==> config.mk <==
export PLATFORM = sky130hd
export DESIGN_NAME = csr_unit_flat
export DESIGN_NICKNAME = d
export VERILOG_FILES = /design/src/rtl/csr_pkg.sv /design/src/rtl/csr_if.sv /design/src/rtl/csr_mcycle.sv /design/src/rtl/csr_unit.sv /design/src/flat_wrapper.sv
export SDC_FILE = /design/constraint.sdc
export NUM_CORES = 1
export LEC_CHECK = 0
export BUFFER_PORTS_ARGS = -buffer_cell sky130_fd_sc_hd__buf_2
export CORE_AREA = 2 2 126 128
export DETAILED_ROUTE_END_ITERATION = 8
export DIE_AREA = 0 0 128 130
export PLACE_DENSITY = 0.84
export RECOVER_POWER = 100
export SKIP_CTS_REPAIR_TIMING = 1
export SYNTH_ARGS = -nofsm -noshare
export SYNTH_HDL_FRONTEND = slang
export SYNTH_SLANG_ARGS = --single-unit
==> constraint.sdc <==
create_clock -name clk -period 2 [get_ports clk]
set_input_delay 0.1 -clock clk [delete_from_list [all_inputs] [get_ports clk]]
set_output_delay 0.1 -clock clk [all_outputs]
set_load 0.1 [all_outputs]
==> src/rtl/csr_pkg.sv <==
// Shared definitions for the machine-mode CSR file: addresses, op encoding
// and mstatus field layout.
package csr_pkg;

  localparam logic [11:0] CSR_MSTATUS  = 12'h300;
  localparam logic [11:0] CSR_MTVEC    = 12'h305;
  localparam logic [11:0] CSR_MSCRATCH = 12'h340;
  localparam logic [11:0] CSR_MEPC     = 12'h341;
  localparam logic [11:0] CSR_MCAUSE   = 12'h342;
  localparam logic [11:0] CSR_MCYCLE   = 12'hB00;
  localparam logic [11:0] CSR_MCYCLEH  = 12'hB80;

  typedef enum logic [1:0] {
    CSR_OP_NONE = 2'b00,
    CSR_OP_RW   = 2'b01,
    CSR_OP_RS   = 2'b10,
    CSR_OP_RC   = 2'b11
  } csr_op_e;

  localparam int unsigned MSTATUS_MIE    = 3;
  localparam int unsigned MSTATUS_MPIE   = 7;
  localparam int unsigned MSTATUS_MPP_LO = 11;
  localparam int unsigned MSTATUS_MPP_HI = 12;

  // MPP=11 is the only machine-mode value; MIE/MPIE start cleared.
  localparam logic [31:0] MSTATUS_RST = 32'h0000_1800;

endpackage

==> src/rtl/csr_if.sv <==
// Bundle of CSR instruction, trap/mret and redirect-target signals between
// the core pipeline (master) and the CSR file (slave).
interface csr_if #(
  parameter int unsigned XLEN = 32
);

  logic [1:0]      csr_op;
  logic [11:0]     csr_addr;
  logic [XLEN-1:0] csr_wdata;
  logic            csr_src_zero;
  logic [XLEN-1:0] csr_rdata;
  logic            csr_illegal;
  logic            trap_en;
  logic [XLEN-1:0] trap_cause;
  logic [XLEN-1:0] trap_epc;
  logic            mret_en;
  logic [XLEN-1:0] mtvec_o;
  logic [XLEN-1:0] mepc_o;
  logic            mie_o;

  modport master (
    output csr_op, csr_addr, csr_wdata, csr_src_zero,
    output trap_en, trap_cause, trap_epc, mret_en,
    input  csr_rdata, csr_illegal, mtvec_o, mepc_o, mie_o
  );

  modport slave (
    input  csr_op, csr_addr, csr_wdata, csr_src_zero,
    input  trap_en, trap_cause, trap_epc, mret_en,
    output csr_rdata, csr_illegal, mtvec_o, mepc_o, mie_o
  );

endinterface

==> src/rtl/csr_mcycle.sv <==
// Free-running 64-bit cycle counter; a write to either half replaces that
// half and suppresses the increment for that cycle.
module csr_mcycle #(
  parameter int unsigned XLEN = 32
) (
  input  logic            clk,
  input  logic            rst_n,
  input  logic            wr_lo,
  input  logic            wr_hi,
  input  logic [XLEN-1:0] wdata,
  output logic [63:0]     count
);

  // For XLEN=64 the low "half" spans the whole counter.
  always_ff @(posedge clk) begin : cnt_reg
    if (!rst_n) begin
      count <= '0;
    end else if (wr_lo) begin
      count[XLEN-1:0] <= wdata;
    end else if (wr_hi) begin
      count[63:32] <= wdata[31:0];
    end else begin
      count <= count + 64'd1;
    end
  end

endmodule

==> src/rtl/csr_unit.sv <==
// Machine-mode CSR file: Zicsr RW/RS/RC, trap entry and mret.
// Optional mcycle/mcycleh counter enabled by defining CSR_MCYCLE_EN.
module csr_unit
  import csr_pkg::*;
#(
  parameter int unsigned     XLEN      = 32,
  parameter logic [XLEN-1:0] MTVEC_RST = '0
) (
  input logic    clk,
  input logic    rst_n,
  csr_if.slave   bus
);

  csr_op_e         op;
  logic            mie_q;
  logic            mpie_q;
  logic [XLEN-1:0] mtvec_q;
  logic [XLEN-1:0] mscratch_q;
  logic [XLEN-1:0] mepc_q;
  logic [XLEN-1:0] mcause_q;
  logic [XLEN-1:0] mstatus_rd;
  logic [XLEN-1:0] rdata_c;
  logic [XLEN-1:0] new_val;
  logic            impl;
  logic            wr_en;

`ifdef CSR_MCYCLE_EN
  localparam bit HAS_MCYCLEH = (XLEN == 32);
  logic [63:0] mcycle_cnt;
  logic        mcycle_wr_lo;
  logic        mcycle_wr_hi;
`endif

  assign op = csr_op_e'(bus.csr_op);

  // Address decode and combinational read of the pre-edge value.
  always_comb begin : read_mux
    mstatus_rd = '0;
    mstatus_rd[MSTATUS_MPP_HI:MSTATUS_MPP_LO] = MSTATUS_RST[MSTATUS_MPP_HI:MSTATUS_MPP_LO];
    mstatus_rd[MSTATUS_MIE]  = mie_q;
    mstatus_rd[MSTATUS_MPIE] = mpie_q;
    impl    = 1'b1;
    rdata_c = '0;
    case (bus.csr_addr)
      CSR_MSTATUS:  rdata_c = mstatus_rd;
      CSR_MTVEC:    rdata_c = mtvec_q;
      CSR_MSCRATCH: rdata_c = mscratch_q;
      CSR_MEPC:     rdata_c = mepc_q;
      CSR_MCAUSE:   rdata_c = mcause_q;
`ifdef CSR_MCYCLE_EN
      CSR_MCYCLE:   rdata_c = mcycle_cnt[XLEN-1:0];
      CSR_MCYCLEH: begin
        impl = HAS_MCYCLEH;
        if (HAS_MCYCLEH) rdata_c = XLEN'(mcycle_cnt[63:32]);
      end
`endif
      default:      impl = 1'b0;
    endcase
  end

  // Read-modify-write value and commit qualifier; a trap cancels the write.
  always_comb begin : write_data
    new_val = rdata_c;
    case (op)
      CSR_OP_RW: new_val = bus.csr_wdata;
      CSR_OP_RS: new_val = rdata_c | bus.csr_wdata;
      CSR_OP_RC: new_val = rdata_c & ~bus.csr_wdata;
      default:   new_val = rdata_c;
    endcase
    wr_en = (op != CSR_OP_NONE) && impl && !bus.trap_en &&
            !(((op == CSR_OP_RS) || (op == CSR_OP_RC)) && bus.csr_src_zero);
  end

  assign bus.csr_rdata   = rdata_c;
  assign bus.csr_illegal = (op != CSR_OP_NONE) && !impl;
  assign bus.mtvec_o     = mtvec_q;
  assign bus.mepc_o      = mepc_q;
  assign bus.mie_o       = mie_q;

  // State update: reset > trap > mret (owns mstatus) > instruction write.
  always_ff @(posedge clk) begin : csr_regs
    if (!rst_n) begin
      mie_q      <= MSTATUS_RST[MSTATUS_MIE];
      mpie_q     <= MSTATUS_RST[MSTATUS_MPIE];
      mtvec_q    <= {MTVEC_RST[XLEN-1:2], 2'b00};
      mscratch_q <= '0;
      mepc_q     <= '0;
      mcause_q   <= '0;
    end else if (bus.trap_en) begin
      mepc_q   <= {bus.trap_epc[XLEN-1:2], 2'b00};
      mcause_q <= bus.trap_cause;
      mpie_q   <= mie_q;
      mie_q    <= 1'b0;
    end else begin
      if (bus.mret_en) begin
        mie_q  <= mpie_q;
        mpie_q <= 1'b1;
      end else if (wr_en && (bus.csr_addr == CSR_MSTATUS)) begin
        mie_q  <= new_val[MSTATUS_MIE];
        mpie_q <= new_val[MSTATUS_MPIE];
      end
      if (wr_en) begin
        case (bus.csr_addr)
          CSR_MTVEC:    mtvec_q    <= {new_val[XLEN-1:2], 2'b00};
          CSR_MSCRATCH: mscratch_q <= new_val;
          CSR_MEPC:     mepc_q     <= {new_val[XLEN-1:2], 2'b00};
          CSR_MCAUSE:   mcause_q   <= new_val;
          default:      ;
        endcase
      end
    end
  end

`ifdef CSR_MCYCLE_EN
  assign mcycle_wr_lo = wr_en && (bus.csr_addr == CSR_MCYCLE);
  assign mcycle_wr_hi = wr_en && (bus.csr_addr == CSR_MCYCLEH);

  csr_mcycle #(.XLEN(XLEN)) u_mcycle (
    .clk   (clk),
    .rst_n (rst_n),
    .wr_lo (mcycle_wr_lo),
    .wr_hi (mcycle_wr_hi),
    .wdata (new_val),
    .count (mcycle_cnt)
  );
`endif

endmodule

==> src/flat_wrapper.sv <==
// flat-port wrapper written by rule: the top's interface ports become plain ports
module csr_unit_flat import csr_pkg::*;
#(
  parameter int unsigned     XLEN      = 32,
  parameter logic [XLEN-1:0] MTVEC_RST = '0
)
  (clk, rst_n, bus_csr_op, bus_csr_addr, bus_csr_wdata, bus_csr_src_zero, bus_trap_en, bus_trap_cause, bus_trap_epc, bus_mret_en, bus_csr_rdata, bus_csr_illegal, bus_mtvec_o, bus_mepc_o, bus_mie_o);
  csr_if #(.XLEN(XLEN)) bus_i ();
  input logic clk;
  input logic rst_n;
  input wire logic [$bits(bus_i.csr_op)-1:0] bus_csr_op;
  input wire logic [$bits(bus_i.csr_addr)-1:0] bus_csr_addr;
  input wire logic [$bits(bus_i.csr_wdata)-1:0] bus_csr_wdata;
  input wire logic [$bits(bus_i.csr_src_zero)-1:0] bus_csr_src_zero;
  input wire logic [$bits(bus_i.trap_en)-1:0] bus_trap_en;
  input wire logic [$bits(bus_i.trap_cause)-1:0] bus_trap_cause;
  input wire logic [$bits(bus_i.trap_epc)-1:0] bus_trap_epc;
  input wire logic [$bits(bus_i.mret_en)-1:0] bus_mret_en;
  output wire logic [$bits(bus_i.csr_rdata)-1:0] bus_csr_rdata;
  output wire logic [$bits(bus_i.csr_illegal)-1:0] bus_csr_illegal;
  output wire logic [$bits(bus_i.mtvec_o)-1:0] bus_mtvec_o;
  output wire logic [$bits(bus_i.mepc_o)-1:0] bus_mepc_o;
  output wire logic [$bits(bus_i.mie_o)-1:0] bus_mie_o;
  assign bus_i.csr_op = bus_csr_op;
  assign bus_i.csr_addr = bus_csr_addr;
  assign bus_i.csr_wdata = bus_csr_wdata;
  assign bus_i.csr_src_zero = bus_csr_src_zero;
  assign bus_i.trap_en = bus_trap_en;
  assign bus_i.trap_cause = bus_trap_cause;
  assign bus_i.trap_epc = bus_trap_epc;
  assign bus_i.mret_en = bus_mret_en;
  assign bus_csr_rdata = bus_i.csr_rdata;
  assign bus_csr_illegal = bus_i.csr_illegal;
  assign bus_mtvec_o = bus_i.mtvec_o;
  assign bus_mepc_o = bus_i.mepc_o;
  assign bus_mie_o = bus_i.mie_o;
  csr_unit #(.XLEN(XLEN), .MTVEC_RST(MTVEC_RST)) u_core (.clk(clk), .rst_n(rst_n), .bus(bus_i));
endmodule
==> run metrics, run 1 <==
MaxCap Viol Count=0; Reg2Reg Depth=5; number of I/O port buffers=206; Startpoint Class=input port; combinational share of power=0.178; Pwr per Cell Area=664 nW/µm²; WS Path Type=input port to output pin; critical path arrival=1.90 ns; drt pass-1 iters=5; antenna violations before repair=0; CTS tree=built; Residual DRC=0; post-route clock period utilization=1.00; switching share of power=0.293; Worst Clk Skew=0.00625 ns; status=complete, but fails checks; met2 WL=13.7 mm; sequential share of power=0.386; highest layer used for signal routing=met4; Final setup viols=1; first-pass GRT wire length=41.9 mm; P_int=4.90 mW; worst hold path class=input port to register; Cells after Synth=866; Psw=2.03 mW; Met3 Routed Length=3.15 mm; Final HPWL DP=18.8 mm; vias after detailed routing=8702; Placer Congestion=0.920; fmax=500 MHz; Area Overhead vs Synth=48.0%; Layout Nets=1232; Final WS setup=-0.000927 ns; WL/cell=21.8 µm; Hold Fails Final Rpt=12; setup tns final=-0.000927 ns; Main synth FF type=dfxtp_1; Post-synth EDFFs=0; Die Width=128 µm; Top Ports=213; endpoint type of the worst setup path=output pin; fin cells=1322; Slew @ Worst Pin=1.17 ns; Yosys reg bits=126; Leak=4.31 nW; Worst-path clk slew=0.05 ns; antenna cells=0; synth unique cells=67; clk sinks=126; Overflow after GRT=0; row cnt=46; Avg Vias per Cell=6.58; CP startpoint=bus_csr_addr[11]; peak supply drop=467 µV; Post-Syn Area=7050 µm²; FFs w/ async S/R, synth=0; Worst Path Max Fanout=7; gr usage total=0.325; clk_lat worst skew=0.43 ns; RR Startpoint=u_core.mcause_q[3]; total CTS buffers=17; WL final=28.8 mm; Starting DRT DRC Count=1009; share of post-route cells with drive strength above 1=0.357; Final Max Tran Viols=0; sequential share of the synthesized area=0.358; core area=15400 µm²; Initial Util=0.457; worst endpoint required time=1.90 ns; CTS max path bufs=2; total power=6.92 mW; antenna-violating nets left=0; Tmin final=2.00 ns; vias in the first global route=8026; most frequent cells in the layout=dfxtp_1 (120), buf_2 (108), nand2_1 (86); CTS H-tree lvls=4; Mean Syn Cell Area=8.14 µm²; Final Hold Slack=-0.0258 ns; Clock Power Share=0.436; Slew HR=0.225; Ys Warns=0; chip height=130 µm; failing checks=hold timing, setup timing; commonest non-fill, non-tap cell in the layout=dfxtp_1; placed insts=1253; die area=16600 µm²; worst hold stages=3; root buf cell=clkbuf_16; RSZ-0062 raised after global routing=yes; WL met1=10.7 mm; hold path startpoint=bus_trap_epc[19]; largest net degree at the start of global routing=95
Yosys cell counts (all sizes together) (4+ instances only):
cell type | count | area (µm²)
dfxtp | 126 | 2520
a21oi | 98 | 494
nand2 | 91 | 349
o21ai | 62 | 310
nand3 | 59 | 308
clkbuf | 55 | 206
o31ai | 41 | 308
nor2 | 40 | 150
buf | 27 | 164
o221ai | 27 | 236
xnor2 | 26 | 228
a221o | 21 | 224
a22oi | 20 | 150
a22o | 18 | 158
a21o | 17 | 128
a32o | 14 | 140
and3 | 14 | 87.6
a32oi | 12 | 105
nor3 | 10 | 65.1
and2 | 9 | 56.3
a221oi | 7 | 73.8
inv | 7 | 26.3
o22ai | 6 | 37.5
a31oi | 5 | 31.3
nand4 | 5 | 31.3
or2 | 5 | 31.3
mux2i | 4 | 40.0
nor4 | 4 | 70.1
or3 | 4 | 30.0
sequential cells by signal (all words and copies together), names as in the netlist:
name	flops
u_core.mscratch_q	32
u_core.mcause_q	32
u_core.mpie_q	1
u_core.bus.mepc_o	30
u_core.bus.mie_o	1
u_core.bus.mtvec_o	30
layer usage:
| layer | vias up | track usage |
|---|---|---|
| met5 | - | 0 |
| li1 | 3828 | - |
| met1 | 4133 | 0.395 |
| met3 | 125 | 0.0857 |
| met2 | 616 | 0.535 |
| met4 | 0 | 0.162 |
through the flow:
stage / cell area, µm² / hold WS, ns / setup WS, ns / util
after floorplan: 7440 / 0.227 / -0.139 / -
after global placement: 9500 / 0.362 / -0.0669 / 0.616
after detailed placement: 9500 / 0.369 / -0.103 / 0.616
after CTS: 10100 / -0.0700 / -0.0287 / 0.653
after global routing: 10400 / -0.00143 / -0.0227 / 0.676
final: 10400 / -0.0258 / -0.000927 / 0.676
power by group through the flow:
stage / clock (mW) / combinational, mW / sequential, mW
finish: 3.02 / 1.23 / 2.67
global route: 3.15 / 1.30 / 2.67
global placement: 0 / 1.16 / 2.71
CTS: 3.02 / 1.19 / 2.66
floorplan: 0 / 0.511 / 2.99
detailed placement: 0 / 1.18 / 2.72
cell type report:
type / instances / area [µm²]
flip-flops and latches: 126 / 2530
clock inverters: 7 / 85.1
inverters: 7 / 30.0
multi-input cells: 654 / 4510
repair buffers: 311 / 2550
clock buffers: 25 / 485
well taps: 192 / 240
fillers: 1184 / 5000
path summary, 6_finish.rpt:
check | end | slack [ns]
setup / recovery | bus_csr_rdata[9] | -0.0009
hold reg to reg | u_core.mscratch_q[1] | 0.47
hold / removal | u_core.bus.mepc_o[19] | -0.03
setup reg to reg | u_core.bus.mie_o | 0.28
logic make-up after synthesis:
family          share of synthesized area
mux                                0.0105
buf+inv                            0.0563
fa+ha+maj                         0.00142
flops                               0.358
compound gates                      0.357
other cells                      0.000532
xor+xnor                           0.0323
simple gates                        0.184
critical path: stages:
cell	delay (ns)
buf_6	0.09
or4bb_4	0.56
buf_6	0.14
nor4_4	0.14
buf_6	0.19
buf_12	0.15
a22o_1	0.18
a221o_4	0.16
buf_12	0.18
Power figures use the tool's default switching activity.
==> run 2, diff against run 1 <==
ABC_AREA = 1   (was unset)
CORE_AREA = 2 2 128 130   (was 2 2 126 128)
DIE_AREA = 0 0 130 132   (was 0 0 128 130)
==> run 2 against run 1 <==
Effect of this change: the flow finishes with violations (hold timing); area after synthesis up 4.8%; cell count up 20%; global-route usage down 1.1 points; routed wire length down 5.8%; final area down 8.5%; maximum frequency up 3.8%.
==> run metrics, run 2 <==
Buf+Inv Stages, Crit Path=3 (-2); CP peak stage delay=0.35 ns (-0.21 ns); Starting DRT DRC Count=1065 (+5.6%); status=complete, but fails checks; Final setup viols=0 (-1); number of I/O port buffers=206 (unchanged); Worst Path Max Fanout=21 (+14); total CTS buffers=17 (unchanged); combinational share of power=0.146 (-0.032); Post-Syn Area=7380 µm² (+4.8%); ranking of synthesized cells by area=dfxtp_1 (34%), nand2_1 (15%), o21ai_0 (7.9%); sequential share of the synthesized area=0.342 (-0.0163); worst hold path class=input port to register; peak supply drop=568 µV (+22%); critical path depth=8 (-1); Cells after Synth=1162 (+34%); endpoint type of the worst setup path=output pin; Area Overhead vs Synth=29.2%; P_int=4.96 mW (+1.3%); Critical Path Sink=bus_csr_rdata[26]; synth unique cells=33 (-51%); fin cells=1585 (+20%); CP startpoint=bus_csr_addr[5]; Residual DRC=0 (unchanged); row cnt=46 (unchanged); root buf cell=clkbuf_16; Final HPWL DP=18.1 mm (-3.8%); sequential share of power=0.378 (-0.008); Avg Vias per Cell=5.53 (-16%); WS Path Type=input port to output pin; Startpoint Class=input port; Worst Clk Skew=0.00600 ns (-0.000247 ns); Leak=5.13 nW (+19%); gr usage total=0.313 (-0.0114); post-route clock period utilization=0.964 (-0.0362); Worst-path clk slew=0.06 ns (about the same); Yosys reg bits=126 (unchanged); Area after DPL=9260 µm² (-2.5%); setup tns final=0 ns (+0.000927 ns); Final Instance Area=9540 µm² (-8.5%); Ys Warns=0 (unchanged); CTS H-tree lvls=4 (unchanged); fmax=519 MHz (+3.8%); Die Width=130 µm (+1.6%); Synth top cells by count=nand2_1 (299), dfxtp_1 (126), inv_1 (121); flop-to-flop setup slack=0.68 ns (+0.40 ns); Psw=2.03 mW (+0.34%); cell with the most instances after synthesis=nand2_1; pre-CTS setup slack=0.0622 ns (+0.165 ns); final core utilization=0.607 (-0.0688); Tmin final=1.93 ns (-0.0724 ns); worst endpoint required time=1.90 ns (about the same); Main synth FF type=dfxtp_1; biggest regs=u_core.mcause_q: 32 flops, u_core.mscratch_q: 32 flops; CTS max path bufs=2 (unchanged); Final Hold Slack=-0.0244 ns (+0.00138 ns); failing checks=hold timing; r2r endpoint=u_core.bus.mie_o; Synth top area share=0.342 (-0.0163); RSZ-0062 raised after global routing=no; CTS tree=built; placed insts=1552 (+24%); Post-synth EDFFs=0 (unchanged); Layout Nets=1471 (+19%); share of post-route cells with drive strength above 1=0.224 (-0.133); commonest non-fill, non-tap cell in the layout=nand2_1; core area=15700 µm² (+1.9%); antenna violations before repair=1 (+1); first-pass GRT wire length=42.2 mm (+0.81%); Overflow after GRT=0 (unchanged); clk_lat worst skew=0.42 ns (about the same); Mean Syn Cell Area=6.35 µm² (-22%); slowest cell on the critical path=buf_4; Final Max Tran Viols=0 (unchanged); CP cell instances=buf_2 > nor2_1 > nand2_1 > nor2_4 > buf_4 > nand3_1 > a41oi_4 > buf_12; drt pass-1 iters=6 (+1); clk sinks=126 (unchanged); WL/cell=17.1 µm (-21%); Reg2Reg Depth=6 (+1); vias in the first global route=8417 (+4.9%); vias after detailed routing=8769 (+0.77%); CP delay by family, top=buffers and inverters; Final WS setup=0.0715 ns (+0.0724 ns); Pwr per Cell Area=733 nW/µm² (+10%); Fillers=1460 (+23%); chip height=132 µm (+1.5%); largest area contributor in the netlist=dfxtp_1; MaxCap Viol Count=0 (unchanged); Placer Congestion=0.931 (+1.2%); FFs w/ async S/R, synth=0 (unchanged); largest net degree at the start of global routing=63 (-34%); Slew HR=0.203 (-0.0216); RR Startpoint=u_core.bus.mtvec_o[3]; WL final=27.1 mm (-5.8%); Initial Util=0.470 (+0.0131); switching share of power=0.291 (-0.00188); die area=17200 µm² (+3.1%); critical path arrival=1.83 ns (-0.07 ns); most frequent cells in the layout=nand2_1 (295), o21ai_0 (140), dfxtp_1 (120); antenna cells=0 (unchanged); Top Ports=213 (unchanged); Hold Fails Final Rpt=8 (-4); antenna-violating nets left=0 (unchanged); Clock Power Share=0.476 (+0.040); Slew @ Worst Pin=1.20 ns (+0.0325 ns)
## run 2: kinds of logic after synthesis
group	Yosys count	synth area share
AND/OR/NAND/NOR	569	0.334
multiplexers	8	0.0108
other	1	0.000508
buffers and inverters	200	0.120
AO/OA/AOI/OAI	258	0.193
flip-flops	126	0.342
## run 2: worst min path at each step
stage	startpoint	to	slack [ns]	depth (start not counted)
6_report	bus_trap_epc[8]	u_core.bus.mepc_o[8]	-0.02	3
5_1_grt	bus_trap_epc[4]	u_core.bus.mepc_o[4]	0.005	3
4_1_cts	bus_trap_epc[8]	u_core.bus.mepc_o[8]	-0.03	3
3_5_place_dp	bus_trap_epc[7]	u_core.bus.mepc_o[7]	0.40	3
3_3_place_gp	bus_trap_epc[7]	u_core.bus.mepc_o[7]	0.39	3
2_1_floorplan	bus_trap_epc[12]	u_core.bus.mepc_o[12]	0.30	2
## run 2: metrics by stage
| stage | hold WS (ns) | power (mW) |
|---|---|---|
| floorplan | 0.301 | 3.38 |
| global placement | 0.395 | 3.69 |
| detailed placement | 0.404 | 3.71 |
| CTS | -0.0342 | 6.98 |
| global route | 0.00519 | 7.18 |
| finish | -0.0244 | 6.99 |
## run 2: power by group through the flow
stage          registers [mW]  logic [mW]  clock network [mW]
6_report                 2.64        1.02                3.33
3_3_place_gp             2.69       0.993                   0
5_1_grt                  2.65        1.09                3.44
3_5_place_dp             2.70        1.01                   0
2_1_floorplan            2.96       0.417                   0
4_1_cts                  2.64        1.02                3.32
## run 2: per-layer routing
metal / track usage / up-vias / part of all wire
met4: 0.125 / 2 / 0.034
met1: 0.396 / 3920 / 0.38
li1: - / 4138 / -
met3: 0.0816 / 90 / 0.13
met5: 0 / - / 0.00048
met2: 0.506 / 619 / 0.46
## run 2: cell type report
class | instances | area, µm² | area share
Tap cell | 216 | 270 | 0.0283
Multi-Input combinational cell | 839 | 4040 | 0.423
Clock buffer | 20 | 478 | 0.0501
Clock inverter | 12 | 158 | 0.0165
Timing Repair Buffer | 242 | 1540 | 0.162
Inverter | 130 | 518 | 0.0543
Sequential cell | 126 | 2530 | 0.266
## run 2: tightest hold or removal path: stages
cell and delay [ns]:
buf_2 0.07, mux2i_1 0.06, a21oi_1 0.13
